<file path="src/rtl/can_pkg.sv">
// Shared CAN receive-path definitions: destuffer state encoding, bus level
// constants and the default stuff run length.
package can_pkg;

  typedef enum logic [2:0] {
    IDLE       = 3'd0,
    STUFFING   = 3'd1,
    STUFF_TAIL = 3'd2,
    PASS       = 3'd3,
    ERROR      = 3'd4
  } destuff_state_e;

  localparam logic CAN_DOMINANT  = 1'b0;
  localparam logic CAN_RECESSIVE = 1'b1;

  localparam int CAN_STUFF_LIMIT = 5;

endpackage

</file>
<file path="src/rtl/can_bit_destuffer.sv">
// CAN receive bit destuffer. Drops the stuff bit that follows every run of
// STUFF_LIMIT equal bits, forwards everything else, and flags a stuff error
// when the run is not broken. After the frame decoder signals the end of the
// stuffed region, a pending stuff bit is checked and then samples pass through.
// Optional: define CAN_DESTUFF_COUNT_EN to add the per-frame stuff_count port.
module can_bit_destuffer
  import can_pkg::*;
#(
  parameter int STUFF_LIMIT = CAN_STUFF_LIMIT
) (
  input  logic       clock,
  input  logic       reset,
  input  logic       enable,
  input  logic       sample_point,
  input  logic       rx_bit,
  input  logic       stuff_region_end,
  input  logic       frame_end,
  output logic       destuffed_bit,
  output logic       destuffed_valid,
  output logic       stuff_bit_removed,
  output logic       stuff_error,
  output logic       stuff_error_flag,
  output logic [2:0] consecutive_count,
  output logic       destuffing_active
`ifdef CAN_DESTUFF_COUNT_EN
  ,
  output logic [7:0] stuff_count
`endif
);

  localparam logic [2:0] LIMIT_C = 3'(STUFF_LIMIT);

  destuff_state_e state_q, state_d;
  logic       last_q, last_d;
  logic [2:0] count_q, count_d;
  logic       bit_q, bit_d;
  logic       valid_q, valid_d;
  logic       removed_q, removed_d;
  logic       err_q, err_d;
  logic       flag_q, flag_d;

  // Next-state, run-length tracking and output pulse generation
  always_comb begin
    state_d   = state_q;
    last_d    = last_q;
    count_d   = count_q;
    bit_d     = bit_q;
    valid_d   = 1'b0;
    removed_d = 1'b0;
    err_d     = 1'b0;
    flag_d    = flag_q;

    if (!enable || frame_end) begin
      state_d = IDLE;
      count_d = 3'd0;
      flag_d  = 1'b0;
    end else begin
      case (state_q)
        IDLE: begin
          if (sample_point && rx_bit == CAN_DOMINANT) begin
            valid_d = 1'b1;
            bit_d   = CAN_DOMINANT;
            last_d  = CAN_DOMINANT;
            count_d = 3'd1;
            state_d = STUFFING;
          end
        end
        STUFFING: begin
          if (sample_point) begin
            if (count_q == LIMIT_C) begin
              if (rx_bit != last_q) begin
                removed_d = 1'b1;
                last_d    = rx_bit;
                count_d   = 3'd1;
              end else begin
                err_d   = 1'b1;
                flag_d  = 1'b1;
                state_d = ERROR;
              end
            end else begin
              valid_d = 1'b1;
              bit_d   = rx_bit;
              last_d  = rx_bit;
              count_d = (rx_bit == last_q) ? count_q + 3'd1 : 3'd1;
            end
          end
          // A same-cycle sample is already folded into count_d here
          if (stuff_region_end && state_d != ERROR) begin
            if (count_d == LIMIT_C) begin
              state_d = STUFF_TAIL;
            end else begin
              state_d = PASS;
              count_d = 3'd0;
            end
          end
        end
        STUFF_TAIL: begin
          if (sample_point) begin
            if (rx_bit != last_q) begin
              removed_d = 1'b1;
              last_d    = rx_bit;
              count_d   = 3'd0;
              state_d   = PASS;
            end else begin
              err_d   = 1'b1;
              flag_d  = 1'b1;
              state_d = ERROR;
            end
          end
        end
        PASS: begin
          count_d = 3'd0;
          if (sample_point) begin
            valid_d = 1'b1;
            bit_d   = rx_bit;
            last_d  = rx_bit;
          end
        end
        ERROR: begin
        end
        default: begin
          state_d = IDLE;
          count_d = 3'd0;
        end
      endcase
    end
  end

  // State and output registers; reset aborts any frame in progress
  always_ff @(posedge clock or posedge reset) begin
    if (reset) begin
      state_q   <= IDLE;
      last_q    <= CAN_RECESSIVE;
      count_q   <= 3'd0;
      bit_q     <= CAN_RECESSIVE;
      valid_q   <= 1'b0;
      removed_q <= 1'b0;
      err_q     <= 1'b0;
      flag_q    <= 1'b0;
    end else begin
      state_q   <= state_d;
      last_q    <= last_d;
      count_q   <= count_d;
      bit_q     <= bit_d;
      valid_q   <= valid_d;
      removed_q <= removed_d;
      err_q     <= err_d;
      flag_q    <= flag_d;
    end
  end

  assign destuffed_bit     = bit_q;
  assign destuffed_valid   = valid_q;
  assign stuff_bit_removed = removed_q;
  assign stuff_error       = err_q;
  assign stuff_error_flag  = flag_q;
  assign consecutive_count = count_q;
  assign destuffing_active = (state_q == STUFFING) || (state_q == STUFF_TAIL);

`ifdef CAN_DESTUFF_COUNT_EN
  logic [7:0] stuff_count_q, stuff_count_d;

  // Per-frame stuff bit counter: cleared on SOF, saturates at 255
  always_comb begin
    stuff_count_d = stuff_count_q;
    if (enable && !frame_end && state_q == IDLE && sample_point &&
        rx_bit == CAN_DOMINANT) begin
      stuff_count_d = 8'd0;
    end else if (removed_d && stuff_count_q != 8'hFF) begin
      stuff_count_d = stuff_count_q + 8'd1;
    end
  end

  // Stuff counter register
  always_ff @(posedge clock or posedge reset) begin
    if (reset) begin
      stuff_count_q <= 8'd0;
    end else begin
      stuff_count_q <= stuff_count_d;
    end
  end

  assign stuff_count = stuff_count_q;
`endif

endmodule
</file>
<file path="config.mk">
export PLATFORM = sky130hd
export DESIGN_NAME = can_bit_destuffer
export DESIGN_NICKNAME = d
export VERILOG_FILES = /design/src/rtl/can_pkg.sv /design/src/rtl/can_bit_destuffer.sv
export SDC_FILE = /design/constraint.sdc
export NUM_CORES = 1
export LEC_CHECK = 0
export CELL_PAD_IN_SITES_DETAIL_PLACEMENT = 0
export CELL_PAD_IN_SITES_GLOBAL_PLACEMENT = 2
export CORE_MARGIN = 4
export CORE_UTILIZATION = 32
export DETAILED_ROUTE_END_ITERATION = 7
export PLACE_DENSITY_LB_ADDON = 0.12
export SLEW_MARGIN = 20
export SYNTH_ARGS = -nofsm -noshare
export SYNTH_HDL_FRONTEND = slang
export SYNTH_SLANG_ARGS = --single-unit
</file>
<file path="constraint.sdc">
create_clock -name clock -period 2.7 [get_ports clock]
set_input_delay 0.81 -clock clock [delete_from_list [all_inputs] [get_ports clock]]
set_output_delay 0.81 -clock clock [all_outputs]
set_load 0.03 [all_outputs]
</file>
Yosys cells after proc, flatten, opt, wreduce, memory -nomap -nowiden
Index checks and enable logic that the tools add are counted.

Output and inout port bits: 9. Logic and storage cells: 105. RAM bits: 0. Memories: 0. Bits in read-only memories: 0. Bits in latches: 0. Input bits: 7. Bits in registers: 12.

Multipliers: 0. Magnitude comparators: 0. Divide/modulo/power cells: 0. Add/sub/neg operators: 1. Eq/ne operators: 21. Shifts and indexed selects: 0. Muxes and demuxes: 58. Bitwise operators: 2. Reduce and logical (&&, ||, !) cells: 15.

Operator list (number): 2-to-1 mux 3 bit (21); 2-to-1 mux 1 bit (29); one-hot mux 3 bit (4 select lines) (2); != test 3 bit, second input constant (6); != test 2 bit, second input constant (6); AND reduction 6 bit (2); equality test 3 bit, second input constant (3); AND reduction 4 bit (2); equality test 3 x 2 -> 1 bit, second input constant (2); one-hot mux 1 bit (2 select lines) (3); one-hot mux 1 bit (3 select lines) (2); nonzero test 3 bit (2); one-hot mux 1 bit (4 select lines) (1); nonzero test 4 bit (1); adder 3 x 1 -> 3 bit, second input constant (1); equality test 3 x 1 -> 1 bit, second input constant (1); logical NOT 3 bit (1); AND reduction 3 bit (1); logical AND 1 bit (2); logical OR 1 bit (2); != test 2 x 1 -> 1 bit, second input constant (1); inverter 1 bit (2); OR reduction 2 bit (1); equality test 1 bit (1); other kinds (2) (2).

Longest topological paths before layout
Gate-level depths: netlist of the first run.

Depth after elaboration: 11. Depth in mapped cells: 8. Depth with buffers taken out: 7.

Least setup slack after synthesis of the first run
No wires, ideal clock.

Kind: in2reg. Start point: in rx_bit. End point: reg count_q[2], in the netlist consecutive_count[2]. Data arrival time: 1.955 ns. Library setup time: 0.122 ns. Stages on the path: 7. Required time: 2.578 ns. Buffers on the path: 1. Path slack: 0.623 ns. Cell sequence: ha_1 > buf_2 > inv_1 > a31o_1 > a32oi_2 > nand4_1 > a32o_1.

Cells in the longest elaborated chain, start to end: 11. Elaborated cells on any way between the ends: 25. Those cells by class: 6 x eq/ne; 15 x mux; 1 x bitwise; 3 x reduce/logical.

Ends and longest elaborated chain: start: declaration (line can_bit_destuffer.sv:15) `input logic rx_bit,`; equality test 1 bit / != test 1 bit (equally long branches) (line can_bit_destuffer.sv:84, can_bit_destuffer.sv:71, can_bit_destuffer.sv:99); 2-to-1 mux 3 bit, on equally long branches (line can_bit_destuffer.sv:84, can_bit_destuffer.sv:71); 2-to-1 mux 3 bit (line can_bit_destuffer.sv:70) `if (count_q == LIMIT_C) begin`; 2-to-1 mux 3 bit (line can_bit_destuffer.sv:69) `if (sample_point) begin`; 2-to-1 mux 3 bit (line can_bit_destuffer.sv:58) `case (state_q)`; 2-to-1 mux 3 bit (line can_bit_destuffer.sv:53) `if (!enable || frame_end) begin`; equality test 3 bit / != test 3 bit (equally long branches) (line can_bit_destuffer.sv:89, can_bit_destuffer.sv:88); 2-to-1 mux 3 bit / logical AND 1 bit (equally long branches) (line can_bit_destuffer.sv:89, can_bit_destuffer.sv:88); 2-to-1 mux 3 bit (line can_bit_destuffer.sv:88) `if (stuff_region_end && state_d != ERROR) begin`; one-hot mux 3 bit (4 select lines) (line can_bit_destuffer.sv:58); 2-to-1 mux 3 bit (line can_bit_destuffer.sv:53); end signal: assignment (line can_bit_destuffer.sv:143) `count_q <= count_d;`; end: declaration (line can_bit_destuffer.sv:35) `logic [2:0] count_q, count_d;`.

Several ways; a longest one is shown, not always the timed one. The select of a mux whose other input is x is not followed. A chain may end at the register's enable or synchronous reset.

Worst setup path after layout of the first run
Start point: reg state_q[1]. End point: out destuffing_active.

Cells in the longest elaborated chain, start to end: 2. Elaborated cells on any way between the ends: 3. Those cells by class: 2 x eq/ne; 1 x reduce/logical.

Ends and longest elaborated chain: start: declaration (line can_bit_destuffer.sv:33) `destuff_state_e state_q, state_d;`; start signal: assignment (line can_bit_destuffer.sv:141) `state_q <= state_d;`; equality test 3 x 1 -> 1 bit / equality test 3 x 2 -> 1 bit (equally long branches) (line can_bit_destuffer.sv:158) `assign destuffing_active = (state_q == STUFFING) || (state_q == STUFF_TAIL);`; logical OR 1 bit * (line can_bit_destuffer.sv:158); end: declaration (line can_bit_destuffer.sv:24) `output logic destuffing_active`.

Every way passes the cells marked *; elsewhere a longest branch is shown, timed or not.

==> impl_metrics.py, run 1 <==
metrics = {
    "floorplanning": {
        "die_area_um2": 3730,
        "rows": 18,
        "ios": 16,
        "die_w_um": 61.1,
        "coreArea_um2": 2590,
        "fp.dieH_um": 61.1,
        "start_util": 0.348,
    },
    "timing": {
        "setup_viol": 0,
        "fin_setup_tns_ns": 0,
        "fin_crit_ns": 2.39,
        "rsz0062_at_grt": "false",
        "slew_headroom": 0.673,
        "worst_pin_slew_ns": 0.489,
        "slew_violations": 0,
        "period_share": 0.883,
        "skew_ns": 0.00589,
        "max_freq_mhz": 419,
        "final_hold_viol_count": 0,
    },
    "detailed_routing": {
        "totalWireLength_mm": 2.33,
        "vias_per_cell": 5.58,
        "drtPass1Iterations": 4,
        "drc_errors": 0,
        "via_count": 915,
        "initialDrtViolationCount": 25,
        "routedWlPerCell_um": 14.2,
        "drtAntennaViolNets": 0,
    },
    "final_layout": {
        "layout-drive-gt1-share": 0.164,
        "final_cell_count_no_fill": 164,
        "area_growth_pct": 29.9,
        "final_nets": 146,
        "insertedDiodeCount": 0,
    },
    "yosys": {
        "ys_ff_latch": 12,
        "syn-instance-count": 111,
        "synth_warnings": 0,
        "netlist_area_um2": 901,
        "synth_edf_count": 0,
        "syn_nets": 122,
        "yosys.area.top_type_share": 0.278,
        "avgSynthCellArea_um2": 8.12,
        "ys_seq_area_frac": 0.336,
        "async_reset_ff_frac": 1.00,
        "yosys.area.top_type": "dfrtp_1",
        "synth.area.top_cells": "dfrtp_1 (28%), a21oi_1 (6.7%), dfstp_2 (5.8%)",
        "ys.flop_type": "dfrtp_1",
        "yosysUniqueCellTypes": 39,
    },
    "clocking": {
        "numCtsBuffers": 3,
        "clock_latency_ns": 0.28,
        "cts-root-buf": "clkbuf_4",
        "ctsResizeCount": 0,
        "cts.clk_slew.worst_paths_ns": 0.08,
        "clkSinkCount": 12,
        "cts_buffer_depth": 2,
        "tritoncts": "done",
        "cts_hold_repair.buffers": 0,
        "htree_levels": 1,
        "post_cts_buffers": 0,
    },
    "placement": {
        "place_hpwl_mm": 1.79,
        "place_congestion": 0.863,
        "placed_cells": 160,
        "portBuffers": 15,
    },
    "global_routing": {
        "grt_antenna_before_repair": 0,
        "grt_pass1_wl_mm": 3.80,
        "grt_pass1_vias": 871,
        "overflow": 0,
        "grt_usage": 0.139,
        "grt_max_degree": 22,
    },
    "worst_setup_path": {
        "critPathMaxFanout": 2,
        "crit_type": "reg -> out",
        "crit_buf_inv": 1,
        "slowest_delay_ns": 0.67,
        "path_cells": "xnor2_1 > nor2_1 > clkdlybuf4s50_1",
        "crit_required_ns": 1.89,
        "slowest_stage": "clkdlybuf4s50_1",
        "start_kind": "flop",
        "critPathArrivalTime_ns": 1.58,
        "crit_family": "buffers and inverters",
        "critical_path.endpoint_type": "primary output",
        "reg2reg_slack_ns": 0.72,
    },
    "worst_hold_path": {
        "min_path_type": "reg -> reg",
    },
    "power_and_ir_drop": {
        "finalPower_mw": 0.418,
        "ir_worst_vdd_uv": 243,
        "leakagePower_nw": 0.482,
        "power_density_nw_per_um2": 357,
    },
    "flow_run": {
        "cap_violations": 0,
    },
    "run_status": {
        "status": "completed",
    },
}
[cells by family (layout without fill, tap and decap cells)]
family / Yosys count / after routing / synth area share
AND/OR/NAND/NOR: 45 / 45 / 0.276
adder cells (fa/ha/maj): 4 / 4 / 0.0556
AO/OA/AOI/OAI: 34 / 34 / 0.243
multiplexers: 1 / 1 / 0.0125
flip-flops: 12 / 12 / 0.336
XOR/XNOR: 1 / 1 / 0.00972
buffers and inverters: 14 / 37 / 0.0667
[final timing paths]
kind                                                   start                          endpoint  cells past startpoint
max in group asynchronous                              reset                last_q$_DFFE_PP1P_                      2
worst min-delay path            stuff_error_flag$_DFFE_PP0P_      stuff_error_flag$_DFFE_PP0P_                      2
worst min register to register  stuff_error_flag$_DFFE_PP0P_      stuff_error_flag$_DFFE_PP0P_                      2
worst max-delay path                  state_q[1]$_DFFE_PP0P_                 destuffing_active                      3
worst max register to register            last_q$_DFFE_PP1P_  consecutive_count[2]$_DFFE_PP0P_                      7
min in group asynchronous                              reset            state_q[2]$_DFFE_PP0P_                      2
[layer usage]
layer	vias to the layer above	routed length, um	track usage
li1	447	-	-
met1	442	1030	0.175
met2	22	1160	0.237
met3	4	117	0.0273
met4	0	27	0.0464
met5	-	0	0
[area by class of cell]
cell class / instances / area (um2)
flip-flops and latches: 12 / 303
multi-input cells: 85 / 538
inverters: 8 / 30.0
clock buffers: 4 / 36.3
well taps: 30 / 37.5
fillers: 261 / 1420
repair buffers: 25 / 225
[layout by cell type, fill, tap and decap left out, types with 2 or more instances in the layout]
cell / count
clkbuf_4: 3
nand2b_1: 3
clkdlybuf4s50_1: 15
o21ai_1: 3
a31oi_1: 2
ha_1: 4
nand4_1: 2
inv_1: 8
buf_4: 10
a21oi_1: 12
nand3_1: 3
nor2_1: 11
nor3_1: 5
dfstp_2: 2
nor2b_1: 3
o211ai_1: 2
o21ai_0: 5
nand2_1: 8
dfrtp_1: 10
[sequential cells by signal, summed over array words and instances (netlist names)]
register and cells:
stuff_error_flag 1, last_q 1, consecutive_count 3, destuffed_valid 1
stuff_error 1, destuffed_bit 1, stuff_bit_removed 1, state_q 3
[metrics by stage]
stage               worst slack [ns]  hold slack (ns)  utilization  instance area [um2]
finish                         0.315            0.509        0.452                 1170
global route                   0.206            0.554        0.452                 1170
CTS                            0.309            0.524        0.452                 1170
detailed placement            0.0559            0.504        0.438                 1130
global placement              0.0725            0.482        0.438                 1130
floorplan                      0.623            0.555            -                  901
[where the power goes]
part           total, mW  internal [mW]  switching [mW]
Combinational     0.0840         0.0363          0.0477
Sequential         0.188          0.185         0.00359
Clock              0.145         0.0820          0.0634
Total              0.418          0.303           0.115
[synth_stat cells (2+ instances only)]
cell type  instances
nor2b_1            3
nand4_1            2
o21ai_0            5
o21ai_1            3
ha_1               4
nor2_1            11
o211ai_1           2
a21oi_1           12
a31oi_1            2
nand2_1            8
dfrtp_1           10
nand3_1            3
dfstp_2            2
inv_1              8
buf_2              6
nor3_1             5
nand2b_1           3
[worst reg2reg max path, stage by stage (launching register included)]
cell,delay (ns)
dfstp_2,0.55
inv_1,0.05
ha_1,0.42
inv_1,0.10
a31o_1,0.21
a32oi_2,0.17
nand4_1,0.11
a32o_1,0.27
Note: power is estimated with default switching activity, not from simulation.
==> run 2: changes to the inputs <==
Settings changed: CORE_UTILIZATION 32 to 38, DONT_BUFFER_PORTS set to 1, RECOVER_POWER set to 100.
==> run 2 against run 1 <==
Against the previous run: routed wire length is 11% lower; via count fell by 12%; critical path type is now reg -> reg; sequential share of layout area increased by 5.9 points; highest routed layer unchanged.
==> impl_metrics.py, run 2 (synthesis results as in run 1) <==
metrics = {
    "run_status": {
        "status": "completed",
    },
    "power_and_ir_drop": {
        "seq_power_share": 0.489,
        "clkPwrFrac": 0.373,
        "swShare": 0.268,
        "p_int_mw": 0.284,
        "p_comb_frac": 0.138,
        "power_density_nw_per_um2": 407,
        "power.switching_mw": 0.104,
        "leakagePower_nw": 0.390,
        "ir_worst_vdd_uv": 183,
    },
    "placement": {
        "portBuffers": 0,
        "placed_cells": 136,
        "place_congestion": 0.775,
        "place_hpwl_mm": 1.53,
        "dpl-instance-area_um2": 928,
    },
    "timing": {
        "rsz0062_at_grt": "false",
        "slew_headroom": 0.552,
        "setup_viol": 0,
        "period_share": 0.773,
        "final_hold_viol_count": 0,
        "fin_crit_ns": 2.09,
        "skew_ns": 0.000935,
        "worst_pin_slew_ns": 0.672,
        "fin_hold_ws_ns": 0.426,
        "slew_violations": 0,
        "fin_setup_tns_ns": 0,
        "max_freq_mhz": 479,
    },
    "clocking": {
        "cts-root-buf": "clkbuf_4",
        "cts_buffer_depth": 2,
        "tritoncts": "done",
        "clock_latency_ns": 0.28,
        "clkSinkCount": 12,
        "post_cts_buffers": 0,
        "cts_hold_repair.buffers": 0,
        "cts.clk_slew.worst_paths_ns": 0.08,
        "htree_levels": 1,
        "numCtsBuffers": 3,
        "ctsResizeCount": 0,
    },
    "floorplanning": {
        "start_util": 0.403,
        "die_area_um2": 3210,
        "coreArea_um2": 2230,
        "fp.dieH_um": 56.7,
        "die_w_um": 56.7,
        "ios": 16,
        "rows": 17,
    },
    "global_routing": {
        "grt_max_degree": 22,
        "overflow": 0,
        "grt_antenna_before_repair": 0,
        "grt_pass1_wl_mm": 3.50,
        "grt_pass1_vias": 761,
        "grt_usage": 0.138,
    },
    "detailed_routing": {
        "drtAntennaViolNets": 0,
        "drc_errors": 0,
        "routedWlPerCell_um": 14.8,
        "drtPass1Iterations": 4,
        "initialDrtViolationCount": 18,
        "vias_per_cell": 5.77,
        "via_count": 808,
        "totalWireLength_mm": 2.07,
    },
    "worst_setup_path": {
        "critPathMaxFanout": 9,
        "r2r_start": "last_q$_DFFE_PP1P_",
        "critical_path.endpoint_type": "flop",
        "crit_type": "reg -> reg",
        "start_kind": "flop",
        "startpoint": "last_q$_DFFE_PP1P_",
        "crit_required_ns": 2.90,
        "critPathArrivalTime_ns": 2.29,
    },
    "final_layout": {
        "final_cell_count_no_fill": 140,
        "area_growth_pct": 5.83,
        "final_common_cell": "a21oi_1",
        "final_nets": 124,
        "seqCellArea_um2": 303,
        "nFillCells": 233,
        "layout-drive-gt1-share": 0.0893,
        "insertedDiodeCount": 0,
        "design_area_um2": 953,
        "final_cell_mix": "a21oi_1 (12), nor2_1 (11), dfrtp_1 (10), nand2_1 (8), inv_1 (8)",
        "multiInputGateArea_um2": 531,
    },
    "flow_run": {
        "cap_violations": 0,
    },
    "worst_hold_path": {
        "min_path_type": "in -> async",
    },
}
## run 2: metrics by stage
stage	worst slack [ns]	utilization	power, mW
after CTS	0.616	0.432	0.396
final	0.612	0.427	0.388
after global routing	0.291	0.427	0.409
after floorplan	0.623	-	0.240
after detailed placement	0.502	0.416	0.249
after global placement	0.457	0.416	0.250
## run 2: final timing paths
check | depth (start not counted) | end | slack (ns)
hold reg to reg | 1 | last_q$_DFFE_PP1P_ | 0.65
max in group asynchronous | 1 | last_q$_DFFE_PP1P_ | 1.93
hold / removal | 1 | stuff_bit_removed$_DFF_PP0_ | 0.43
setup / recovery | 7 | consecutive_count[0]$_DFFE_PP0P_ | 0.61
min in group clock | 1 | last_q$_DFFE_PP1P_ | 0.65
setup reg to reg | 7 | consecutive_count[0]$_DFFE_PP0P_ | 0.61
## run 2: layer usage
metal,track usage,vias to the layer above,part of all wire
li1,-,401,-
met1,0.172,383,0.48
met2,0.223,19,0.46
met3,0.0368,5,0.045
met4,0.0610,0,0.019
met5,0,-,0
## run 2: power groups by stage
stage | registers [mW] | logic [mW] | clock network (mW)
final | 0.190 | 0.0536 | 0.145
after global routing | 0.190 | 0.0617 | 0.157
after CTS | 0.191 | 0.0554 | 0.150
after detailed placement | 0.194 | 0.0552 | 0
after global placement | 0.194 | 0.0557 | 0
after floorplan | 0.196 | 0.0440 | 0
## run 2: final cells by class
type                            count  share of cell area
Multi-Input combinational cell     85               0.556
Tap cell                           28              0.0367
Timing Repair Buffer                3              0.0197
Sequential cell                    12               0.318
Clock buffer                        4              0.0381
Inverter                            8              0.0315
## run 2: worst max-delay path, cell delays in order (launching register included)
cell	delay, ns
dfstp_1	0.54
inv_1	0.05
ha_1	0.44
nor2b_1	0.11
o21ai_1	0.13
nor4b_1	0.46
nand2_1	0.10
a21oi_1	0.18
==> run 3: changes to the inputs <==
Settings changed: CORE_UTILIZATION 38 to 35.
Clock period 2.7 ns to 2 ns, I/O delays scaled along.
==> run 3 against run 2 <==
Against the previous run: design area up 7.5%; routed wire length up 8.3%; combinational power rose by 63%; non-clock buffer count is 8 higher; total power grew 42%; register-to-register slack lost 0.50 ns; critical path depth did not move; clock power rose by 41%; via count is 5.0% higher; count of clock-buffer cells in the layout unchanged; clock skew grew 0.013 ns; critical path type unchanged; largest cell class unchanged.
==> impl_metrics.py, run 3 (synthesis results as in run 1) <==
metrics = {
    "run_status": {
        "status": "completed",
    },
    "power_and_ir_drop": {
        "finalPower_mw": 0.549,
        "power_density_nw_per_um2": 536,
        "leakagePower_nw": 0.425,
        "ir_worst_vdd_uv": 414,
    },
    "timing": {
        "skew_ns": 0.0141,
        "slew_violations": 0,
        "setup_viol": 0,
        "fin_crit_ns": 1.89,
        "rsz0062_at_grt": "false",
        "max_freq_mhz": 529,
        "fin_hold_ws_ns": 0.208,
        "final_hold_viol_count": 0,
        "fin_setup_tns_ns": 0,
        "worst_pin_slew_ns": 0.511,
        "slew_headroom": 0.660,
        "period_share": 0.945,
    },
    "worst_setup_path": {
        "start_kind": "flop",
        "reg2reg_slack_ns": 0.11,
        "path_cells": "inv_1 > ha_4 > inv_1 > a31o_1 > a32oi_2 > nand4_1 > a32o_1",
        "r2r_start": "last_q$_DFFE_PP1P_",
        "crit_required_ns": 2.17,
        "worstReg2RegEnd": "consecutive_count[2]$_DFFE_PP0P_",
        "critPathMaxFanout": 6,
        "rr_worst_depth": 7,
        "slowest_delay_ns": 0.56,
        "critical_path.endpoint_type": "flop",
        "slowest_stage": "dfstp_1",
        "cp_common_cell": "inv_1",
        "crit_type": "reg -> reg",
        "critPathArrivalTime_ns": 2.06,
    },
    "clocking": {
        "clkSinkCount": 12,
        "cts-root-buf": "clkbuf_4",
        "numCtsBuffers": 3,
        "htree_levels": 1,
        "cts.clk_slew.worst_paths_ns": 0.09,
        "cts_buffer_depth": 2,
        "clock_latency_ns": 0.29,
        "post_cts_buffers": 0,
        "tritoncts": "done",
    },
    "final_layout": {
        "final_nets": 132,
        "final_common_cell": "a21oi_1",
        "final_cell_mix": "a21oi_1 (12), nor2_1 (11), dfrtp_1 (10), nand2_1 (8), inv_1 (8)",
        "area_growth_pct": 13.7,
        "insertedDiodeCount": 0,
        "layout-drive-gt1-share": 0.150,
        "nFillCells": 250,
    },
    "global_routing": {
        "grt_antenna_before_repair": 0,
        "grt_pass1_wl_mm": 3.77,
        "grt_max_degree": 22,
        "overflow": 0,
        "grt_pass1_vias": 793,
        "grt_usage": 0.146,
    },
    "floorplanning": {
        "rows": 18,
        "ios": 16,
        "coreArea_um2": 2450,
        "fp.dieH_um": 58.7,
        "die_w_um": 58.7,
        "die_area_um2": 3450,
        "start_util": 0.367,
    },
    "detailed_routing": {
        "met2WireLength_mm": 1.02,
        "m1WireLength_mm": 1.08,
        "drc_errors": 0,
        "vias_per_cell": 5.65,
        "initialDrtViolationCount": 13,
        "top_layer": "met4",
        "routedWlPerCell_um": 14.9,
        "drtPass1Iterations": 4,
        "via_count": 848,
        "totalWireLength_mm": 2.24,
        "wl_met3_um": 118,
        "drtAntennaViolNets": 0,
    },
    "placement": {
        "place_hpwl_mm": 1.69,
        "portBuffers": 0,
        "place_congestion": 0.825,
    },
    "flow_run": {
        "cap_violations": 0,
    },
    "worst_hold_path": {
        "min_path_type": "in -> async",
    },
}
-- run 3: cell count changes in the layout (fill, tap and decap cells not counted), sizes merged --
| cell | delta |
|---|---|
| buf | +5 |
| clkbuf | +3 |
-- run 3: area by class of cell --
cell class	instances	area, um2	share of cell area
clock buffer	4	36.3	0.0354
inverter	8	30.0	0.0293
multi-input combinational	85	549	0.536
sequential	12	303	0.295
tap	30	37.5	0.0366
timing repair buffer	11	68.8	0.0672
-- run 3: how the worst max path moves through the flow --
stage / startpoint / endpoint / slack (ns) / depth (start not counted)
6_report: last_q$_DFFE_PP1P_ / consecutive_count[2]$_DFFE_PP0P_ / 0.11 / 7
5_1_grt: consecutive_count[1]$_DFFE_PP0P_ / state_q[0]$_DFFE_PP0P_ / 0.05 / 7
4_1_cts: last_q$_DFFE_PP1P_ / consecutive_count[2]$_DFFE_PP0P_ / 0.05 / 7
3_5_place_dp: rx_bit / consecutive_count[2]$_DFFE_PP0P_ / 0.06 / 6
3_3_place_gp: rx_bit / consecutive_count[2]$_DFFE_PP0P_ / 0.05 / 6
2_1_floorplan: rx_bit / consecutive_count[2]$_DFFE_PP0P_ / 0.13 / 7
-- run 3: where the power goes --
part	switching, mW	total, mW	internal (mW)
registers	0.00854	0.257	0.249
logic	0.0513	0.0872	0.0359
clock network	0.0942	0.205	0.111
-- run 3: critical path, delay by kind of cell, from the launching register on --
kind | cells | cell delay, ns
DFF | 1 | 0.56
AOI/OAI and AO/OA | 3 | 0.65
and+or+nand+nor | 1 | 0.13
adders and majority gates | 1 | 0.30
buffers and inverters | 2 | 0.14
-- run 3: what timing repair did --
item                                    in CTS  in global routing
hold buffers                                 0                  0
hold endpoints to repair                     0                  0
endpoints found under the setup margin       0                  3
resized for setup                            0                  2
-- run 3: metrics by stage --
stage               utilization  setup slack (ns)  instance area, um2  cells
CTS                       0.418            0.0517                1030    150
floorplan                     -             0.133                 901    111
global placement          0.404            0.0528                 991    146
finish                    0.417             0.110                1020    150
global route              0.417            0.0451                1020    150
detailed placement        0.404            0.0593                 991    146
-- run 3: layer usage --
layer	GRT usage	up-vias
li1	-	418
met1	0.196	412
met2	0.221	14
met3	0.0482	4
met4	0.0485	0
met5	0	-
==> RTL change 1 (flow settings as in run 2) <==
Put one more register stage on the output `stuff_error`, cleared by the reset. The value now appears one clock later. The other outputs are not delayed to match.
--- a/src/rtl/can_bit_destuffer.sv
+++ b/src/rtl/can_bit_destuffer.sv
@@ -154,3 +154,9 @@
   assign stuff_bit_removed = removed_q;
-  assign stuff_error       = err_q;
+  always_ff @(posedge clock or posedge reset) begin
+    if (reset) begin
+      stuff_error <= '0;
+    end else begin
+      stuff_error <= err_q;
+    end
+  end
   assign stuff_error_flag  = flag_q;
Behaviour: not the same (Yosys sat finds a counterexample within 10 cycles, from zero or initial values and one cycle with reset high).
==> RTL change 1 against run 2 <==
Fmax down 14%; core utilization down 0.76 points; routed wire length up 12%; sequential cell count up 1; area after synthesis up 6.8%; final area up 2.0%; total power up 5.3%; worst setup slack worse by 0.35 ns; highest routed layer unchanged.
==> RTL change 1: results (changes against run 2) <==
H-tree Lvls -> 1 (unchanged)
Cell variety after synth -> 45 (+15%)
Register area share after synthesis -> 34.1% (+0.46 points)
Static Leak -> 0.377 nW (-3.3%)
Synth Flop Type -> dfrtp_1
Max VDD drop -> 0.181 mV (-0.96%)
GR Layer Usage met2 -> 24.2% (+2.0 points)
Largest net degree at the start of global routing -> 20 (-9.1%)
GR Util All Layers -> 14.8% (+0.96 points)
Largest cells by area after synthesis -> dfrtp_1, a21oi_1, dfstp_2, ha_1, nand2_1
Antenna violations before repair -> 0 (unchanged)
Max stage delay on crit path -> 0.69 ns (+0.15 ns)
Arr. time, crit path -> 1.63 ns (-0.66 ns)
Max Root-Sink Buffers -> 2 (unchanged)
Outcome -> complete, no violations
CP Max Fanout -> 19 (+10)
P_int -> 0.284 mW (-0.18%)
Met1 Resource Use GR -> 18.9% (+1.7 points)
Worst hold path type -> reg2reg
CP delay by family, top -> flip-flops
CTS root buf -> clkbuf_4
Synth cell count leaders -> a21oi_1, nand2_1, dfrtp_1
ANT cells -> 0 (unchanged)
Place WS -> 0.339 ns (-0.162 ns)
Routability cong. -> 0.769 (-0.77%)
Global-route wire length before repair -> 3.91 mm (+12%)
Setup TNS -> 0 ns (unchanged)
Clk_skew -> 0.0121 ns (+0.0111 ns)
Slowest CP cell -> dfrtp_1
Setup Fix Bufs, Post-CTS -> 0 (unchanged)
Final nets -> 123 (-0.81%)
Via/cell ratio -> 6.18 (+7.1%)
Asr flop ratio synth -> 100% (unchanged)
Slew headroom -> 63.5% (+8.2 points)
Skew-Pair Late Insertion Delay -> 0.29 ns
Detailed Place HPWL -> 1.65 mm (+8.4%)
Number of port buffers -> 0 (unchanged)
CTS resizes -> 0 (unchanged)
DR pass1 iterations -> 4 (unchanged)
Syn nets -> 125 (+2.5%)
Clock transition at the registers of the reported paths -> 0.10 ns (+0.02 ns)
Warnings, synthesis -> 0 (unchanged)
Routed len/inst -> 16.7 um (+13%)
Iter 0 DRT Violations -> 17 (-1)
GR Layer Usage met3 -> 4.39% (+0.71 points)
Vias in the first global route -> 829 (+8.9%)
Share of cells above drive strength 1 -> 5.41% (-3.5 points)
Routed Antenna Nets -> 0 (unchanged)
CTS Buf Count -> 3 (unchanged)
RTL change 1: changes by cell type after synthesis, moves of 2 or more:
cell / run 2 / this run
buf_2: 6 / 1
buf_6: 0 / 2
clkbuf_1: 0 / 5
inv_1: 8 / 5
nand2_1: 8 / 12
nand2b_1: 3 / 5
nand3_1: 3 / 1
nor2_1: 11 / 8
o21a_1: 1 / 3
o21ai_1: 3 / 0
or3_1: 0 / 2
RTL change 1: worst paths after layout:
| kind | cells after the start | slack (ns) | start | endpoint |
|---|---|---|---|---|
| min in group asynchronous | 1 | 0.43 | reset | consecutive_count[1] |
| min reg2reg | 0 | 0.35 | err_q | stuff_error |
| min | 0 | 0.35 | err_q | stuff_error |
| max | 3 | 0.26 | state_q[0] | destuffing_active |
| max in group asynchronous | 1 | 1.90 | reset | destuffed_bit |
| max reg2reg | 7 | 0.32 | consecutive_count[1] | state_q[0] |
RTL change 1: through the flow:
stage,instances,area [sq um],util [%],power (mW)
2_1_floorplan,114,962,-,0.274
3_3_place_gp,135,962,41.5,0.287
3_5_place_dp,135,962,41.5,0.287
4_1_cts,139,988,42.6,0.417
5_1_grt,139,972,41.9,0.432
6_report,139,972,41.9,0.409
RTL change 1: cells by family (layout without fill, tap and decap cells):
| kind of cell | Yosys count | count (layout) | share of synthesized area [%] |
|---|---|---|---|
| flip-flops | 13 | 13 | 34.1 |
| AND/OR/NAND/NOR | 41 | 41 | 22.0 |
| adder cells (fa/ha/maj) | 4 | 4 | 5.20 |
| AO/OA/AOI/OAI | 42 | 42 | 31.6 |
| buffers and inverters | 14 | 11 | 7.15 |
RTL change 1: final cells by class:
type / count / area [sq um]
Inverter: 5 / 18.8
Fill cell: 264 / 1350
Timing Repair Buffer: 2 / 8.76
Tap cell: 28 / 35.0
Sequential cell: 13 / 328
Multi-Input combinational cell: 87 / 556
Clock buffer: 4 / 26.3
RTL change 1: power by group through the flow:
| stage | Sequential [mW] | Clock, mW | Combinational, mW |
|---|---|---|---|
| floorplan | 0.214 | 0 | 0.0595 |
| global placement | 0.219 | 0 | 0.0678 |
| detailed placement | 0.219 | 0 | 0.0675 |
| CTS | 0.215 | 0.134 | 0.0680 |
| global route | 0.215 | 0.142 | 0.0751 |
| finish | 0.214 | 0.129 | 0.0660 |
RTL change 1: per-layer routing:
metal	vias to the layer above	part of all wire [%]
met5	-	0
met4	0	0.95
met3	5	6.7
met2	26	48
met1	413	45
li1	415	-
RTL change 1: worst register-to-register path, stage by stage, from the launching register on:
cell and delay [ns]:
dfrtp_1 0.57, inv_1 0.11, ha_1 0.27, or3b_1 0.38
a211oi_1 0.25, a21oi_1 0.09, o41ai_1 0.48, a21boi_1 0.11
==> RTL change 2 (settings of run 2) <==
Without the edit above. Add a define of `CAN_DESTUFF_COUNT_EN`.
--- a/src/rtl/can_bit_destuffer.sv
+++ b/src/rtl/can_bit_destuffer.sv
@@ -5,2 +5,4 @@
 // Optional: define CAN_DESTUFF_COUNT_EN to add the per-frame stuff_count port.
+`define CAN_DESTUFF_COUNT_EN
+
 module can_bit_destuffer
Formal check against the unedited RTL (old outputs only; new: stuff_count): equivalent (Yosys induction, for registers that start in step).
==> RTL change 2 against run 2 <==
Worst setup slack got worse by 0.28 ns; clock power increased by 24%; sequential cell count increased by 8; clock skew increased by 0.0021 ns; largest power group unchanged; final area increased by 47%; total power increased by 44%; critical path type is now reg2out; fmax decreased by 12%; routed wire length increased by 57%; highest routed layer unchanged; via count increased by 40%; area after synthesis increased by 46%; sequential power increased by 69%.
==> RTL change 2: results (changes against run 2) <==
Global-route wire length before repair -> 5.40 mm (+54%)
Syn nets -> 154 (+26%)
Vias -> 1131 (+40%)
Via/cell ratio -> 5.89 (+2.1%)
GR Util All Layers -> 16.0% (+2.1 points)
Clock transition at the registers of the reported paths -> 0.12 ns (+0.04 ns)
Outcome -> complete, no violations
Largest cells by area after synthesis -> dfrtp_1, ha_1, dfstp_2, inv_1, nand2b_1
Least-Margin Pin Slew -> 0.800 ns (+0.128 ns)
Synth cell count leaders -> dfrtp_1, inv_1, nor2_1
Register area share after synthesis -> 38.3% (+4.7 points)
Synth Area in Compound Gates -> 22.5% (-1.8 points)
Arr. time, crit path -> 1.56 ns (-0.73 ns)
Placed cell count -> 188 (+38%)
Detailed Place HPWL -> 2.51 mm (+64%)
Synth Area in XOR/XNOR -> 0% (-0.97 points)
Warnings, synthesis -> 0 (unchanged)
Antenna violations before repair -> 0 (unchanged)
Slowest CP cell -> dfrtp_1
Largest net degree at the start of global routing -> 21 (-4.5%)
Final nets -> 159 (+28%)
Mean Syn Cell Area -> 9.24 sq um (+14%)
Cell variety after synth -> 49 (+26%)
Iter 0 DRT Violations -> 134 (+116)
Setup Fix Bufs, Post-CTS -> 0 (unchanged)
Share of cells above drive strength 1 -> 8.22% (-0.71 points)
Max VDD drop -> 0.172 mV (-5.9%)
Adder-cell share of the synthesized area -> 4.77% (-0.79 points)
Clk_skew -> 0.00300 ns (+0.00207 ns)
CP delay by family, top -> flip-flops
Mux contribution to synthesized area -> 1.62% (+0.37 points)
Skew-Pair Late Insertion Delay -> 0.30 ns (+0.02 ns)
# fillers -> 359 (+54%)
CP Max Fanout -> 15 (+6)
Vias in the first global route -> 1108 (+46%)
Static Leak -> 0.557 nW (+43%)
Dpl cell area -> 0.00138 sq mm (+49%)
Routed len/inst -> 16.9 um (+15%)
Routability cong. -> 0.859 (+11%)
Max stage delay on crit path -> 0.62 ns (+0.08 ns)
-- RTL change 2: cell types whose count changed after synthesis, sizes merged, moves of 4 or more --
| cell | run 2 | this run |
|---|---|---|
| inv | 8 | 13 |
| a21oi | 12 | 7 |
| dfrtp | 10 | 18 |
| nor2 | 12 | 8 |
-- RTL change 2: power by group --
| part | switching [mW] | total, mW | leakage (nW) | internal (mW) |
|---|---|---|---|---|
| clock network | 0.0975 | 0.180 | 0.0210 | 0.0823 |
| logic | 0.0372 | 0.0585 | 0.265 | 0.0214 |
| registers | 0.0150 | 0.321 | 0.271 | 0.306 |
-- RTL change 2: cells by family after synthesis --
kind of cell,after synthesis
mux,2
fa+ha+maj,5
simple gates,56
compound gates,40
flops,20
buf+inv,19
-- RTL change 2: cell type report --
type,instances,share of cell area [%]
Multi-Input combinational cell,103,52.0
Sequential cell,20,35.9
Tap cell,46,4.10
Inverter,13,3.48
Clock buffer,4,2.59
Timing Repair Buffer,6,1.96
-- RTL change 2: per-layer routing --
layer	track usage, %	up-vias	share of wire, %
met5	0	-	0
met4	6.60	0	1.6
met3	3.88	6	4.6
met2	26.6	20	50
met1	19.5	557	43
li1	-	548	-
-- RTL change 2: final timing paths --
check / slack, ns / depth (start not counted) / start / to
min in group clock: 0.53 / 1 / last_q / last_q
max in group asynchronous: 1.68 / 1 / reset / state_q[0]
setup reg to reg: 0.54 / 6 / last_q / consecutive_count[0]
hold reg to reg: 0.53 / 1 / last_q / last_q
hold / removal: 0.53 / 1 / reset / stuff_count[3]
setup / recovery: 0.33 / 3 / state_q[1] / destuffing_active
-- RTL change 2: metrics by stage --
stage	hold WS, ns	util [%]	power [mW]	setup slack (ns)
6_report	0.528	42.0	0.559	0.328
5_1_grt	0.550	42.0	0.589	0.206
4_1_cts	0.513	42.6	0.575	0.367
3_5_place_dp	0.495	41.5	0.390	0.327
3_3_place_gp	0.493	41.5	0.389	0.389
2_1_floorplan	0.472	-	0.372	0.439
